==> config.mk <==
export PLATFORM = sky130hd
export DESIGN_NAME = slot_allocator_flat
export DESIGN_NICKNAME = d
export VERILOG_FILES = /design/src/rtl/slot_allocator_pkg.sv /design/src/rtl/slot_allocator_if.sv /design/src/rtl/slot_allocator_free_slot_enc.sv /design/src/rtl/slot_allocator.sv /design/src/flat_wrapper.sv
export SDC_FILE = /design/constraint.sdc
export NUM_CORES = 1
export LEC_CHECK = 0
export ABC_AREA = 1
export ABC_CLOCK_PERIOD_IN_PS = 900
export CORE_MARGIN = 5
export CORE_UTILIZATION = 40
export CTS_BUF_LIST = sky130_fd_sc_hd__clkbuf_8
export DETAILED_ROUTE_END_ITERATION = 12
export GPL_TIMING_DRIVEN = 0
export PLACE_DENSITY = 0.71
export SLEW_MARGIN = 15
export SYNTH_ARGS = -nofsm -noshare
export SYNTH_HDL_FRONTEND = slang
export SYNTH_HIERARCHICAL = 1
export SYNTH_SLANG_ARGS = --single-unit
==> constraint.sdc <==
create_clock -name clk -period 0.9 [get_ports clk]
set_input_delay 0.09 -clock clk [delete_from_list [all_inputs] [get_ports clk]]
set_output_delay 0.09 -clock clk [all_outputs]
set_load 0.1 [all_outputs]
==> src/rtl/slot_allocator_pkg.sv <==
// Shared types and helpers for the parking slot allocator.
// Slot numbers are 1-based on the ports; flag vectors are 0-based (bit 0 = slot 1).
package slot_allocator_pkg;

  typedef enum logic [1:0] {
    IDLE       = 2'd0,
    ENTRY_WAIT = 2'd1,
    EXIT_WAIT  = 2'd2
  } state_t;

  localparam int         NUM_SLOTS = 3;
  localparam logic [1:0] SLOT_NONE = 2'd0;

  // One-hot flag mask for a 1-based slot number; slot 0 maps to no bits.
  function automatic logic [NUM_SLOTS-1:0] slot_mask(input logic [1:0] slot);
    case (slot)
      2'd1:    slot_mask = 3'b001;
      2'd2:    slot_mask = 3'b010;
      2'd3:    slot_mask = 3'b100;
      default: slot_mask = 3'b000;
    endcase
  endfunction

  function automatic logic [1:0] slot_count(input logic [NUM_SLOTS-1:0] flags);
    slot_count = {1'b0, flags[0]} + {1'b0, flags[1]} + {1'b0, flags[2]};
  endfunction

endpackage

==> src/rtl/slot_allocator_if.sv <==
// Request/response bundle between the gate controls and the slot allocator.
interface slot_allocator_if;
  logic       entry_req;
  logic       exit_req;
  logic [1:0] exit_slot;
  logic       pass_sensor;
  logic       car1_state;
  logic       car2_state;
  logic       car3_state;
  logic [1:0] occupancy;
  logic       gate_open;
  logic [1:0] assigned_slot;
  logic       grant;
  logic       deny;

  modport master (
    output entry_req, exit_req, exit_slot, pass_sensor,
    input  car1_state, car2_state, car3_state, occupancy,
    input  gate_open, assigned_slot, grant, deny
  );

  modport slave (
    input  entry_req, exit_req, exit_slot, pass_sensor,
    output car1_state, car2_state, car3_state, occupancy,
    output gate_open, assigned_slot, grant, deny
  );
endinterface

==> src/rtl/slot_allocator_free_slot_enc.sv <==
// Priority encoder: lowest-numbered free slot from the committed occupancy flags.
module free_slot_enc
  import slot_allocator_pkg::*;
(
  input  logic [NUM_SLOTS-1:0] occ_vec,
  output logic [1:0]           slot,
  output logic                 any_free
);

  // Slot 1 has highest priority.
  always_comb begin
    slot     = SLOT_NONE;
    any_free = 1'b1;
    if (!occ_vec[0]) begin
      slot = 2'd1;
    end else if (!occ_vec[1]) begin
      slot = 2'd2;
    end else if (!occ_vec[2]) begin
      slot = 2'd3;
    end else begin
      slot     = SLOT_NONE;
      any_free = 1'b0;
    end
  end

endmodule

==> src/rtl/slot_allocator.sv <==
// Three-slot car park allocator: arbitrates entry/exit requests, drives the
// barrier and commits slot occupancy only once a car has crossed the gate.
module slot_allocator
  import slot_allocator_pkg::*;
#(
  parameter int GATE_TIMEOUT = 1000
) (
  input  logic            clk,
  input  logic            reset,
  slot_allocator_if.slave bus
);

  logic [1:0]           rst_sync_r;
  logic                 rst_n_s;
  state_t               state_r, state_next_s;
  logic [NUM_SLOTS-1:0] slots_r, slots_next_s;
  logic [NUM_SLOTS-1:0] exit_mask_r, exit_mask_next_s, exit_req_mask_s;
  logic [1:0]           assigned_r, assigned_next_s;
  logic [1:0]           occupancy_r;
  logic                 gate_open_r, gate_next_s;
  logic                 grant_r, grant_next_s;
  logic                 deny_r, deny_next_s;
  logic [15:0]          timer_r;
  logic [1:0]           free_slot_s;
  logic                 any_free_s;
  logic                 exit_hit_s;
  logic                 timeout_s;

  // Reset asserts immediately, releases two clock edges later.
  always_ff @(posedge clk or negedge reset) begin
    if (!reset) begin
      rst_sync_r <= 2'b00;
    end else begin
      rst_sync_r <= {rst_sync_r[0], 1'b1};
    end
  end
  assign rst_n_s = rst_sync_r[1];

  free_slot_enc u_free_slot_enc (
    .occ_vec  (slots_r),
    .slot     (free_slot_s),
    .any_free (any_free_s)
  );

  assign exit_req_mask_s = slot_mask(bus.exit_slot);
  assign exit_hit_s      = |(exit_req_mask_s & slots_r);
  assign timeout_s       = (timer_r == 16'(GATE_TIMEOUT - 1));

  // Transaction sequencing; exit beats entry, pass_sensor beats timeout.
  always_comb begin
    state_next_s     = state_r;
    slots_next_s     = slots_r;
    exit_mask_next_s = exit_mask_r;
    assigned_next_s  = assigned_r;
    gate_next_s      = gate_open_r;
    grant_next_s     = 1'b0;
    deny_next_s      = 1'b0;
    case (state_r)
      IDLE: begin
        if (bus.exit_req) begin
          if (exit_hit_s) begin
            grant_next_s     = 1'b1;
            gate_next_s      = 1'b1;
            exit_mask_next_s = exit_req_mask_s;
            state_next_s     = EXIT_WAIT;
          end else begin
            deny_next_s = 1'b1;
          end
        end else if (bus.entry_req) begin
          if (any_free_s) begin
            grant_next_s    = 1'b1;
            gate_next_s     = 1'b1;
            assigned_next_s = free_slot_s;
            state_next_s    = ENTRY_WAIT;
          end else begin
            deny_next_s = 1'b1;
          end
        end else begin
          state_next_s = IDLE;
        end
      end
      ENTRY_WAIT: begin
        if (bus.pass_sensor) begin
          slots_next_s    = slots_r | slot_mask(assigned_r);
          assigned_next_s = SLOT_NONE;
          gate_next_s     = 1'b0;
          state_next_s    = IDLE;
        end else if (timeout_s) begin
          assigned_next_s = SLOT_NONE;
          deny_next_s     = 1'b1;
          gate_next_s     = 1'b0;
          state_next_s    = IDLE;
        end else begin
          state_next_s = ENTRY_WAIT;
        end
      end
      EXIT_WAIT: begin
        if (bus.pass_sensor) begin
          slots_next_s     = slots_r & ~exit_mask_r;
          exit_mask_next_s = 3'b000;
          gate_next_s      = 1'b0;
          state_next_s     = IDLE;
        end else if (timeout_s) begin
          exit_mask_next_s = 3'b000;
          deny_next_s      = 1'b1;
          gate_next_s      = 1'b0;
          state_next_s     = IDLE;
        end else begin
          state_next_s = EXIT_WAIT;
        end
      end
      default: begin
        state_next_s     = IDLE;
        exit_mask_next_s = 3'b000;
        assigned_next_s  = SLOT_NONE;
        gate_next_s      = 1'b0;
      end
    endcase
  end

  // State and registered outputs; occupancy is recomputed from the flags it mirrors.
  always_ff @(posedge clk or negedge rst_n_s) begin
    if (!rst_n_s) begin
      state_r     <= IDLE;
      slots_r     <= 3'b000;
      exit_mask_r <= 3'b000;
      assigned_r  <= SLOT_NONE;
      occupancy_r <= 2'd0;
      gate_open_r <= 1'b0;
      grant_r     <= 1'b0;
      deny_r      <= 1'b0;
    end else begin
      state_r     <= state_next_s;
      slots_r     <= slots_next_s;
      exit_mask_r <= exit_mask_next_s;
      assigned_r  <= assigned_next_s;
      occupancy_r <= slot_count(slots_next_s);
      gate_open_r <= gate_next_s;
      grant_r     <= grant_next_s;
      deny_r      <= deny_next_s;
    end
  end

  // Gate timer: zero in IDLE and on entry to a wait state, counts while waiting.
  always_ff @(posedge clk or negedge rst_n_s) begin
    if (!rst_n_s) begin
      timer_r <= 16'd0;
    end else if ((state_r != IDLE) && (state_next_s == state_r)) begin
      timer_r <= timer_r + 16'd1;
    end else begin
      timer_r <= 16'd0;
    end
  end

  assign bus.car1_state    = slots_r[0];
  assign bus.car2_state    = slots_r[1];
  assign bus.car3_state    = slots_r[2];
  assign bus.occupancy     = occupancy_r;
  assign bus.gate_open     = gate_open_r;
  assign bus.assigned_slot = assigned_r;
  assign bus.grant         = grant_r;
  assign bus.deny          = deny_r;

endmodule
==> src/flat_wrapper.sv <==
// flat-port wrapper written by rule: the top's interface ports become plain ports
module slot_allocator_flat import slot_allocator_pkg::*;
#(
  parameter int GATE_TIMEOUT = 1000
)
  (clk, reset, bus_entry_req, bus_exit_req, bus_exit_slot, bus_pass_sensor, bus_car1_state, bus_car2_state, bus_car3_state, bus_occupancy, bus_gate_open, bus_assigned_slot, bus_grant, bus_deny);
  slot_allocator_if bus_i ();
  input  logic clk;
  input  logic reset;
  input wire logic [$bits(bus_i.entry_req)-1:0] bus_entry_req;
  input wire logic [$bits(bus_i.exit_req)-1:0] bus_exit_req;
  input wire logic [$bits(bus_i.exit_slot)-1:0] bus_exit_slot;
  input wire logic [$bits(bus_i.pass_sensor)-1:0] bus_pass_sensor;
  output wire logic [$bits(bus_i.car1_state)-1:0] bus_car1_state;
  output wire logic [$bits(bus_i.car2_state)-1:0] bus_car2_state;
  output wire logic [$bits(bus_i.car3_state)-1:0] bus_car3_state;
  output wire logic [$bits(bus_i.occupancy)-1:0] bus_occupancy;
  output wire logic [$bits(bus_i.gate_open)-1:0] bus_gate_open;
  output wire logic [$bits(bus_i.assigned_slot)-1:0] bus_assigned_slot;
  output wire logic [$bits(bus_i.grant)-1:0] bus_grant;
  output wire logic [$bits(bus_i.deny)-1:0] bus_deny;
  assign bus_i.entry_req = bus_entry_req;
  assign bus_i.exit_req = bus_exit_req;
  assign bus_i.exit_slot = bus_exit_slot;
  assign bus_i.pass_sensor = bus_pass_sensor;
  assign bus_car1_state = bus_i.car1_state;
  assign bus_car2_state = bus_i.car2_state;
  assign bus_car3_state = bus_i.car3_state;
  assign bus_occupancy = bus_i.occupancy;
  assign bus_gate_open = bus_i.gate_open;
  assign bus_assigned_slot = bus_i.assigned_slot;
  assign bus_grant = bus_i.grant;
  assign bus_deny = bus_i.deny;
  slot_allocator #(.GATE_TIMEOUT(GATE_TIMEOUT)) u_core (.clk(clk), .reset(reset), .bus(bus_i));
endmodule
==> results of run 1 <==
==> repair_timing <==
| action | CTS | global route |
|---|---|---|
| hold buffers | 1 | 0 |
| hold endpoints to repair | 2 | 0 |
| buffers inserted | 27 | 16 |
| setup endpoints to repair | 41 | 72 |
| cloned | 1 | 0 |
| resized for setup | 108 | 62 |
| pin swaps | 12 | 20 |
==> critical path, delay by kind of cell, from the launching register on <==
kind,cells,cell delay (ps)
compound gates,2,310
flops,1,370
buf+inv,2,160
fa+ha+maj,2,760
simple gates,1,60
==> state kept, by name (all words and copies together), names as in the netlist <==
signal,cells
u_core/rst_sync_r,2
u_core/timer_r,16
u_core/exit_mask_r,3
u_core/bus.deny,1
u_core/bus.gate_open,1
u_core/bus.assigned_slot,2
u_core/bus.occupancy,2
u_core/slots_r,3
u_core/bus.grant,1
u_core/state_r,2
==> per-layer routing <==
metal | wire (µm) | vias up
met5 | 0 | -
met1 | 2210 | 867
met3 | 276 | 12
li1 | - | 853
met2 | 2930 | 51
met4 | 153 | 0
==> logic make-up (layout without fill, tap and decap cells) <==
group	Yosys count	after routing	synth area share
DFF	33	33	0.433
AOI/OAI and AO/OA	22	22	0.0649
buffers and inverters	39	106	0.0852
adders and majority gates	6	6	0.0433
other	1	1	0.00196
xor gates and xnor gates	13	13	0.0596
and+or+nand+nor	107	107	0.313
==> worst paths after layout <==
kind / slack [ps] / startpoint / cells past startpoint / endpoint
max in group asynchronous: 270 / reset / 2 / u_core/rst_sync_r[1]$_DFF_PN0_
min reg2reg: 270 / u_core/rst_sync_r[1]$_DFF_PN0_ / 0 / u_core/timer_r[1]$_DFF_PN0_
max: -890 / u_core/state_r[0]$_DFF_PN0_ / 7 / u_core/bus.occupancy[0]$_DFF_PN0_
min: 240 / bus_exit_slot[0] / 3 / u_core/exit_mask_r[0]$_DFFE_PN0P_
max reg2reg: -890 / u_core/state_r[0]$_DFF_PN0_ / 7 / u_core/bus.occupancy[0]$_DFF_PN0_
min in group asynchronous: 270 / u_core/rst_sync_r[1]$_DFF_PN0_ / 0 / u_core/timer_r[1]$_DFF_PN0_
==> synth_stat cells <==
cell	n
sky130_fd_sc_hd__dfrtp_1	33
sky130_fd_sc_hd__inv_1	33
sky130_fd_sc_hd__nand2_1	33
sky130_fd_sc_hd__nand3_1	19
sky130_fd_sc_hd__xor2_1	12
sky130_fd_sc_hd__nor3_1	11
sky130_fd_sc_hd__nor2_1	10
sky130_fd_sc_hd__nor3_2	10
sky130_fd_sc_hd__o21ai_0	9
sky130_fd_sc_hd__nand2_2	7
sky130_fd_sc_hd__a21oi_1	6
sky130_fd_sc_hd__nand4_1	6
sky130_fd_sc_hd__ha_1	5
sky130_fd_sc_hd__nand3_2	5
sky130_fd_sc_hd__nor2_2	4
sky130_fd_sc_hd__a31oi_1	3
sky130_fd_sc_hd__inv_2	3
sky130_fd_sc_hd__buf_6	2
sky130_fd_sc_hd__a21boi_0	1
sky130_fd_sc_hd__a21oi_2	1
sky130_fd_sc_hd__buf_2	1
sky130_fd_sc_hd__conb_1	1
sky130_fd_sc_hd__fa_1	1
sky130_fd_sc_hd__nand2_4	1
sky130_fd_sc_hd__nand3_4	1
sky130_fd_sc_hd__o21ai_1	1
sky130_fd_sc_hd__o21ai_2	1
sky130_fd_sc_hd__xnor2_1	1
==> per-stage QoR <==
step | utilization | std cells | hold WS [ps]
global route | 0.681 | 342 | 262
CTS | 0.595 | 327 | 342
finish | 0.681 | 342 | 239
floorplan | - | 221 | -206
global placement | 0.483 | 291 | 262
detailed placement | 0.483 | 291 | 263
==> cell type report <==
type                    instances  area, µm²  share of cell area
clock inverters                 1       5.00             0.00157
flip-flops and latches         33        848               0.265
plain buffers                   2       40.0              0.0125
clock buffers                   7       96.3              0.0301
inverters                      36        145              0.0454
well taps                      54       67.6              0.0211
multi-input cells             149       1320               0.414
repair buffers                 60        669               0.209
==> power by group through the flow <==
stage                     sequential, mW  clock [mW]  combinational (mW)
after detailed placement            2.11           0                3.74
after global placement              2.11           0                3.71
after global routing                2.15        1.37                7.27
after floorplan                     3.12           0                1.95
after CTS                           2.07        1.28                5.42
final                               2.12        1.26                6.91
==> results.md, run 1 <==
Floorplan:
- The floorplan step defined a die boundary enclosing 6260 µm².
- The die is a little under 80 µm tall.
- The floorplan step defined a core boundary enclosing 4690 µm².
- The initial utilization of the core area, before any placement, comes to 0.407.
- Pin placement for this block handled 17 I/O pins.
- After floorplanning, the core was divided into 25 placement rows.
- From left edge to right edge, the die measures 79.1 µm.

Synth:
- The average instance in the mapped netlist occupies 8.64 µm².
- Synthesis produced a netlist with a net count of 234.
- The largest total area in the synthesized netlist belongs to sky130_fd_sc_hd__dfrtp_1.
- Synthesis produced a netlist whose cell count is 221.
- In the post-synthesis netlist, the biggest area contributors are sky130_fd_sc_hd__dfrtp_1, sky130_fd_sc_hd__inv_1, sky130_fd_sc_hd__nand2_1, sky130_fd_sc_hd__xor2_1, sky130_fd_sc_hd__nor3_2.
- The number of distinct library cells after synthesis is 28.
- Of the post-synthesis cell area, the dominant cell type holds 0.433.
- Of the synthesized area, sequential elements account for 0.433.
- The synthesized netlist occupies a cell area of around 1900 µm².
- The synthesized flop and latch total is 33.
- The number of warnings issued by yosys is 6.

Worst setup path:
- Walking the worst path, the cells encountered are inv_2 > ha_4 > nand2_4 > inv_8 > a31oi_4 > o21ai_2 > fa_2.
- The worst endpoint data arrival time is 1960 ps.
- The master of the slowest instance on the critical path is sky130_fd_sc_hd__fa_2.
- The worst setup path is captured at a flop.
- The critical-path maximum fanout is 6.
- The critical path class is reg2reg.
- STA puts the critical path data required time at 1070 ps.
- The worst setup path is launched from a flop.
- On the worst path, the slowest cell contributes a delay of 470 ps.

GRT:
- The met2 usage in global routing is 0.266.
- In the global route stage, overall resource usage came out at 0.165.
- The number of antenna violations at the first check in global routing is 0.
- The first-pass GRT wire length is just under 8 mm.
- For met1 alone, demand over resource in global routing was 0.212.
- The most used routing layer is met2.
- For met3 alone, demand over resource in global routing was 0.0488.
- The via count of the first global-routing pass is 1656.
- Entering global routing, the biggest net connects 32 pins.
- The leftover overflow at the end of global routing is 0.

Final layout:
- The fill cell total of the finished layout is between 300 and 400.
- The fraction of layout instances using a drive strength above 1 is 0.556.
- The most common cell after layout, fill and taps aside is sky130_fd_sc_hd__buf_4.
- The number of nets in the finished design is 300.
- The diode insertion count for antenna repair is 0.
- The library cells used most frequently in the layout, excluding fill and tap cells, are sky130_fd_sc_hd__buf_4, sky130_fd_sc_hd__inv_1, sky130_fd_sc_hd__nand2_1, sky130_fd_sc_hd__dfrtp_1.
- The growth of design area from synthesis to finish is 67.4%.
- The final non-filler cell area is 3200 µm².

CTS:
- The maximum level of the CTS H-tree is 2.
- The later-pin clock latency in the skew report is 290 ps.
- The total number of clock tree sinks is 33.
- In this run the deepest clock path goes through 2 buffers.
- TritonCTS built the clock tree.
- After clock tree synthesis, the clock-pin slew on the worst setup and hold paths is 70 ps.
- Clock tree synthesis selected as its root buffer the cell sky130_fd_sc_hd__clkbuf_8.
- The number of buffers added by the clock tree synthesis step is 5.

Timing:
- Setup total negative slack on the finished layout was measured at -22090 ps.
- The final clock skew is 2.21 ps.
- The number of hold-slack violations in the final timing report is 0.
- The max-slew violation count was 0.
- Derived from the worst setup path, the maximum achievable clock frequency is 0.558 GHz.
- Setup repair after global routing could not meet its margin everywhere.
- The setup-violating endpoint count in the final report is 41.
- The clock period minus worst slack is 1790 ps.
- In the finished design, the share of the clock period the worst path needs comes to 1.99.
- After layout, the worst setup slack is -894 ps.

Drt:
- The number of DRC markers in iteration 0 is 110.
- The total wire length is 5.57 mm.
- The via total after detailed routing is 1783.
- The residual DRC count is 0.
- Using the TritonRoute via totals, the vias-per-cell ratio works out to 5.21.
- In this run the remaining antenna-violating nets after routing total 0.
- The pre-antenna-repair detailed-routing pass consisted of 4 iterations.
- The post-detailed-route wirelength per cell is 16.3 µm.

Placed design:
- The placed instance area is 2270 µm².
- The wire-length estimate of the detail-placed layout is 2.73 mm.
- The post-placement setup slack is -960 ps.
- The count of input and output buffers is 16.
- The weighted congestion at the end of routability-driven global placement is roughly 0.90.

Power:
- The share of total power dissipated in the clock network is 0.122.
- The combinational power share is 0.672.
- The maximum VDD drop is 1.88 mV.
- The total power divided by cell area is about 3200 nW/µm².
- The total power consumption of the routed design is 10.3 mW.
- In this run the power spent charging and discharging nets is 4.84 mW.
- The internal power contribution is 5.45 mW.
- Of the total power, registers draw 0.206.
- The leakage power is 1.38 nW.
- The net switching share of the total power is 0.471.

Flow run:
- The number of maximum-capacitance violations is 0.

Worst hold path:
- The tightest min-delay check is of the in2reg type.

Status:
- The checks that failed: negative setup slack.
- The flow ran to the end, but the final reports show violations.
Power figures use the tool's default switching activity.
==> run 2: changes to the inputs <==
--- a/config.mk
+++ b/config.mk
@@ -7,7 +7,7 @@
 export LEC_CHECK = 0
 export ABC_AREA = 1
 export ABC_CLOCK_PERIOD_IN_PS = 900
-export CORE_MARGIN = 5
+export CORE_ASPECT_RATIO = 1.1
 export CORE_UTILIZATION = 40
 export CTS_BUF_LIST = sky130_fd_sc_hd__clkbuf_8
 export DETAILED_ROUTE_END_ITERATION = 12
==> run 2 against run 1 <==
The flow still finishes with violations (negative setup slack). First-iteration DRC count grew 29%. Setup slack lost 25 ps. Fmax shrank 1.4%. Clock power shrank 14%. Critical path depth is the same. Sequential share of layout area grew 0.94 points. Register-to-register slack lost 30 ps. Flip-flop and latch count is the same. Non-clock buffer count shrank 1. Total power shrank 7.0%. Combinational power shrank 8.1%. Final cell count grew 0.29%. Critical path type unchanged. Highest routed layer unchanged.
==> results.md, run 2 (synthesis gave the netlist of run 1 again) <==
Drt:
- For this block, the initial DRC count from the detailed router was 142.
- The count of nets left with antenna violations once routing finished came out at 0.
- The length of the first detailed-routing pass in iterations is 4.
- After detailed routing, the average wire length per cell comes to approximately 16 µm.
- The total wire length is 5.52 mm.
- For this run, design rule violations remaining after detail routing come to 0.
- Using the TritonRoute via totals, the vias-per-cell ratio works out to 5.31.
- Detailed routing inserted a total of 1821 vias.

Power:
- The maximum VDD drop is 2.30 mV.
- The total power divided by cell area is 3100 nW/µm².
- The analysis attributes to cell leakage a power of roughly 1.3 nW.

Floorplan:
- The number of cell rows is 26.
- The die outline height is about 74 µm.
- The initial core utilization is 0.413.
- The count of boundary I/O pins is 17.
- The width of the die is approximately 68 µm.
- The core footprint is 4620 µm².
- The die covers approximately 5000 µm².

GRT:
- In the global route stage, overall resource usage came out at 0.213.
- Summed over all layers, the global routing overflow is 0.
- The first global-routing pass estimated 7.91 mm of wire.
- The maximum number of pins on one net before global-route repair is 32.
- The number of antenna violations at the first check in global routing is 0.
- The via count of the first global-routing pass is about 1700.

Worst setup path:
- The dominant delay contributor by cell family on the critical path is adder cells.
- The signal on the critical path passes through inv_2 > ha_4 > nand2_4 > inv_6 > a31oi_2 > o21ai_4 > fa_1.
- The largest stage delay on the critical path is approximately 430 ps.
- The worst setup path is launched from a flop.
- For the worst setup path, the data arrival time is 1970 ps.
- The buffers plus inverters on the worst setup path is 2.
- The critical-path maximum fanout is 6.
- The worst setup path is captured at a flop.
- On the critical path, the stage with the largest delay is an instance of sky130_fd_sc_hd__fa_1.
- The required time of the critical path is between 1000 and 1500 ps.
- The critical path is of the reg2reg type.

Final layout:
- The register with the most flip-flops is u_core/timer_r.
- The area used by multi-input combinational logic is 1270 µm².
- The area growth from synthesis to layout is 61.9%.
- The library cells used most frequently in the layout, excluding fill and tap cells, are sky130_fd_sc_hd__buf_4, sky130_fd_sc_hd__inv_1, sky130_fd_sc_hd__nand2_1.
- The number of nets in the finished design is 299.
- The final non-filler cell area is 3090 µm².
- The diode insertion count for antenna repair is 0.
- The most common cell after layout, fill and taps aside is sky130_fd_sc_hd__buf_4.
- The fill cell total of the finished layout is about 320.
- The sequential cell area is 850 µm².
- The flip-flop count of the largest register, all copies and words added is 16.
- The fraction of layout instances using a drive strength above 1 is 0.537.
- The largest registers in the layout are u_core/timer_r (16), u_core/exit_mask_r (3), u_core/slots_r (3).

CTS:
- The maximum level of the CTS H-tree is 2.
- The total number of clock tree sinks is 33.
- TritonCTS built the clock tree.
- The master cell of the clock root buffer is sky130_fd_sc_hd__clkbuf_8.
- The clock passes through at most 2 buffers.
- The number of buffers added by the clock tree synthesis step is 5.
- After clock tree synthesis, the clock-pin slew on the worst setup and hold paths is 70 ps.
- The later-pin clock latency in the skew report is 290 ps.

Timing:
- The number of hold-slack violations in the final timing report is 0.
- The final worst slack is -919 ps.
- The setup-violating endpoint count in the final report is 41.
- Subtracting the final worst setup slack from the clock period gives ~1800 ps.
- The highest clock frequency the design can meet is 0.550 GHz.
- The max-slew violation count was 0.
- Setup repair after global routing could not meet its margin everywhere.
- The final clock skew is roughly 5.5 ps.
- Of the available clock period, the critical path in the final layout requires 2.02.

Placed design:
- After detailed placement, the total cell area comes to ~2300 µm².
- The detailed-placement wirelength estimate is 2.70 mm.
- Routability-driven placement finished with a final weighted congestion of 0.865.
- Buffers placed on the I/O ports in this run total 16.
- The post-placement setup slack is -988 ps.

Status:
- The final reports fail on negative setup slack.
- The run finished, with violations left.

Worst hold path:
- The path class of the tightest hold or removal check is reg2async.

Flow run:
- The number of maximum-capacitance violations is 0.
-- run 2: cell count changes in the layout (fill, tap and decap cells not counted), moves of 3 or more --
cell / change
sky130_fd_sc_hd__clkdlybuf4s50_1: +3
sky130_fd_sc_hd__nand2_4: -3
sky130_fd_sc_hd__nor3_2: +3
sky130_fd_sc_hd__nor3_4: -3
sky130_fd_sc_hd__o21ai_0: +4
sky130_fd_sc_hd__o21ai_1: -3
-- run 2: stage by stage --
step	instances	util	total power, mW	setup TNS (ps)	hold slack [ps]
after floorplan	221	-	5.07	-18220	-206
after global placement	293	0.491	5.79	-29140	261
after detailed placement	293	0.491	5.84	-29590	262
after CTS	331	0.605	8.57	-20380	337
after global routing	343	0.669	10.0	-25170	319
final	343	0.669	9.57	-22110	273
-- run 2: report_power, final --
part,total [mW],internal (mW),switching [mW]
Combinational,6.35,2.67,3.68
Sequential,2.14,1.79,0.353
Clock,1.08,0.524,0.557
Total,9.57,4.98,4.59
-- run 2: worst register-to-register path, stage by stage (launching register included) --
cell and delay (ps):
sky130_fd_sc_hd__dfrtp_1 390, sky130_fd_sc_hd__inv_2 70, sky130_fd_sc_hd__ha_4 310, sky130_fd_sc_hd__nand2_4 60, sky130_fd_sc_hd__inv_6 90, sky130_fd_sc_hd__a31oi_2 130, sky130_fd_sc_hd__o21ai_4 210, sky130_fd_sc_hd__fa_1 430
-- run 2: layout make-up --
type | count | area share
repair buffers | 59 | 0.208
multi-input cells | 149 | 0.411
well taps | 56 | 0.0227
clock buffers | 5 | 0.0223
plain buffers | 2 | 0.0113
clock inverters | 3 | 0.00445
inverters | 36 | 0.0453
flip-flops and latches | 33 | 0.275
-- run 2: routing by layer --
layer | up-vias | share of wire | global-route usage
met5 | - | 0 | 0
met4 | 0 | 0.034 | 0.0926
met3 | 22 | 0.043 | 0.0537
met2 | 59 | 0.52 | 0.354
met1 | 887 | 0.40 | 0.258
li1 | 853 | - | -
-- run 2: final timing paths --
path                       slack [ps]                            from  cells past startpoint                           endpoint
hold reg to reg                   270  u_core/rst_sync_r[1]$_DFF_PN0_                      0        u_core/state_r[0]$_DFF_PN0_
hold / removal                    270  u_core/rst_sync_r[1]$_DFF_PN0_                      0        u_core/state_r[0]$_DFF_PN0_
setup reg to reg                 -920     u_core/state_r[0]$_DFF_PN0_                      7  u_core/bus.occupancy[0]$_DFF_PN0_
setup / recovery                 -920     u_core/state_r[0]$_DFF_PN0_                      7  u_core/bus.occupancy[0]$_DFF_PN0_
max in group asynchronous         260                           reset                      2     u_core/rst_sync_r[1]$_DFF_PN0_
min in group clk                  350  u_core/rst_sync_r[0]$_DFF_PN0_                      0     u_core/rst_sync_r[1]$_DFF_PN0_
-- run 2: what timing repair did --
action	CTS	global route
endpoints found under the hold margin	2	0
pin swaps	13	7
resized for setup	106	42
cloned	1	0
buffers inserted	29	12
setup endpoints to repair	41	72
hold buffers	1	0
==> run 3: changes to the inputs <==
--- a/config.mk
+++ b/config.mk
@@ -8,8 +8,10 @@
 export ABC_AREA = 1
 export ABC_CLOCK_PERIOD_IN_PS = 900
 export CORE_ASPECT_RATIO = 1.1
+export CORE_MARGIN = 1
 export CORE_UTILIZATION = 40
 export CTS_BUF_LIST = sky130_fd_sc_hd__clkbuf_8
+export CTS_CLUSTER_DIAMETER = 80
 export DETAILED_ROUTE_END_ITERATION = 12
 export GPL_TIMING_DRIVEN = 0
 export PLACE_DENSITY = 0.71
==> results of run 3 <==
No change in the layout: final DEF, timing and power equal those of run 2.
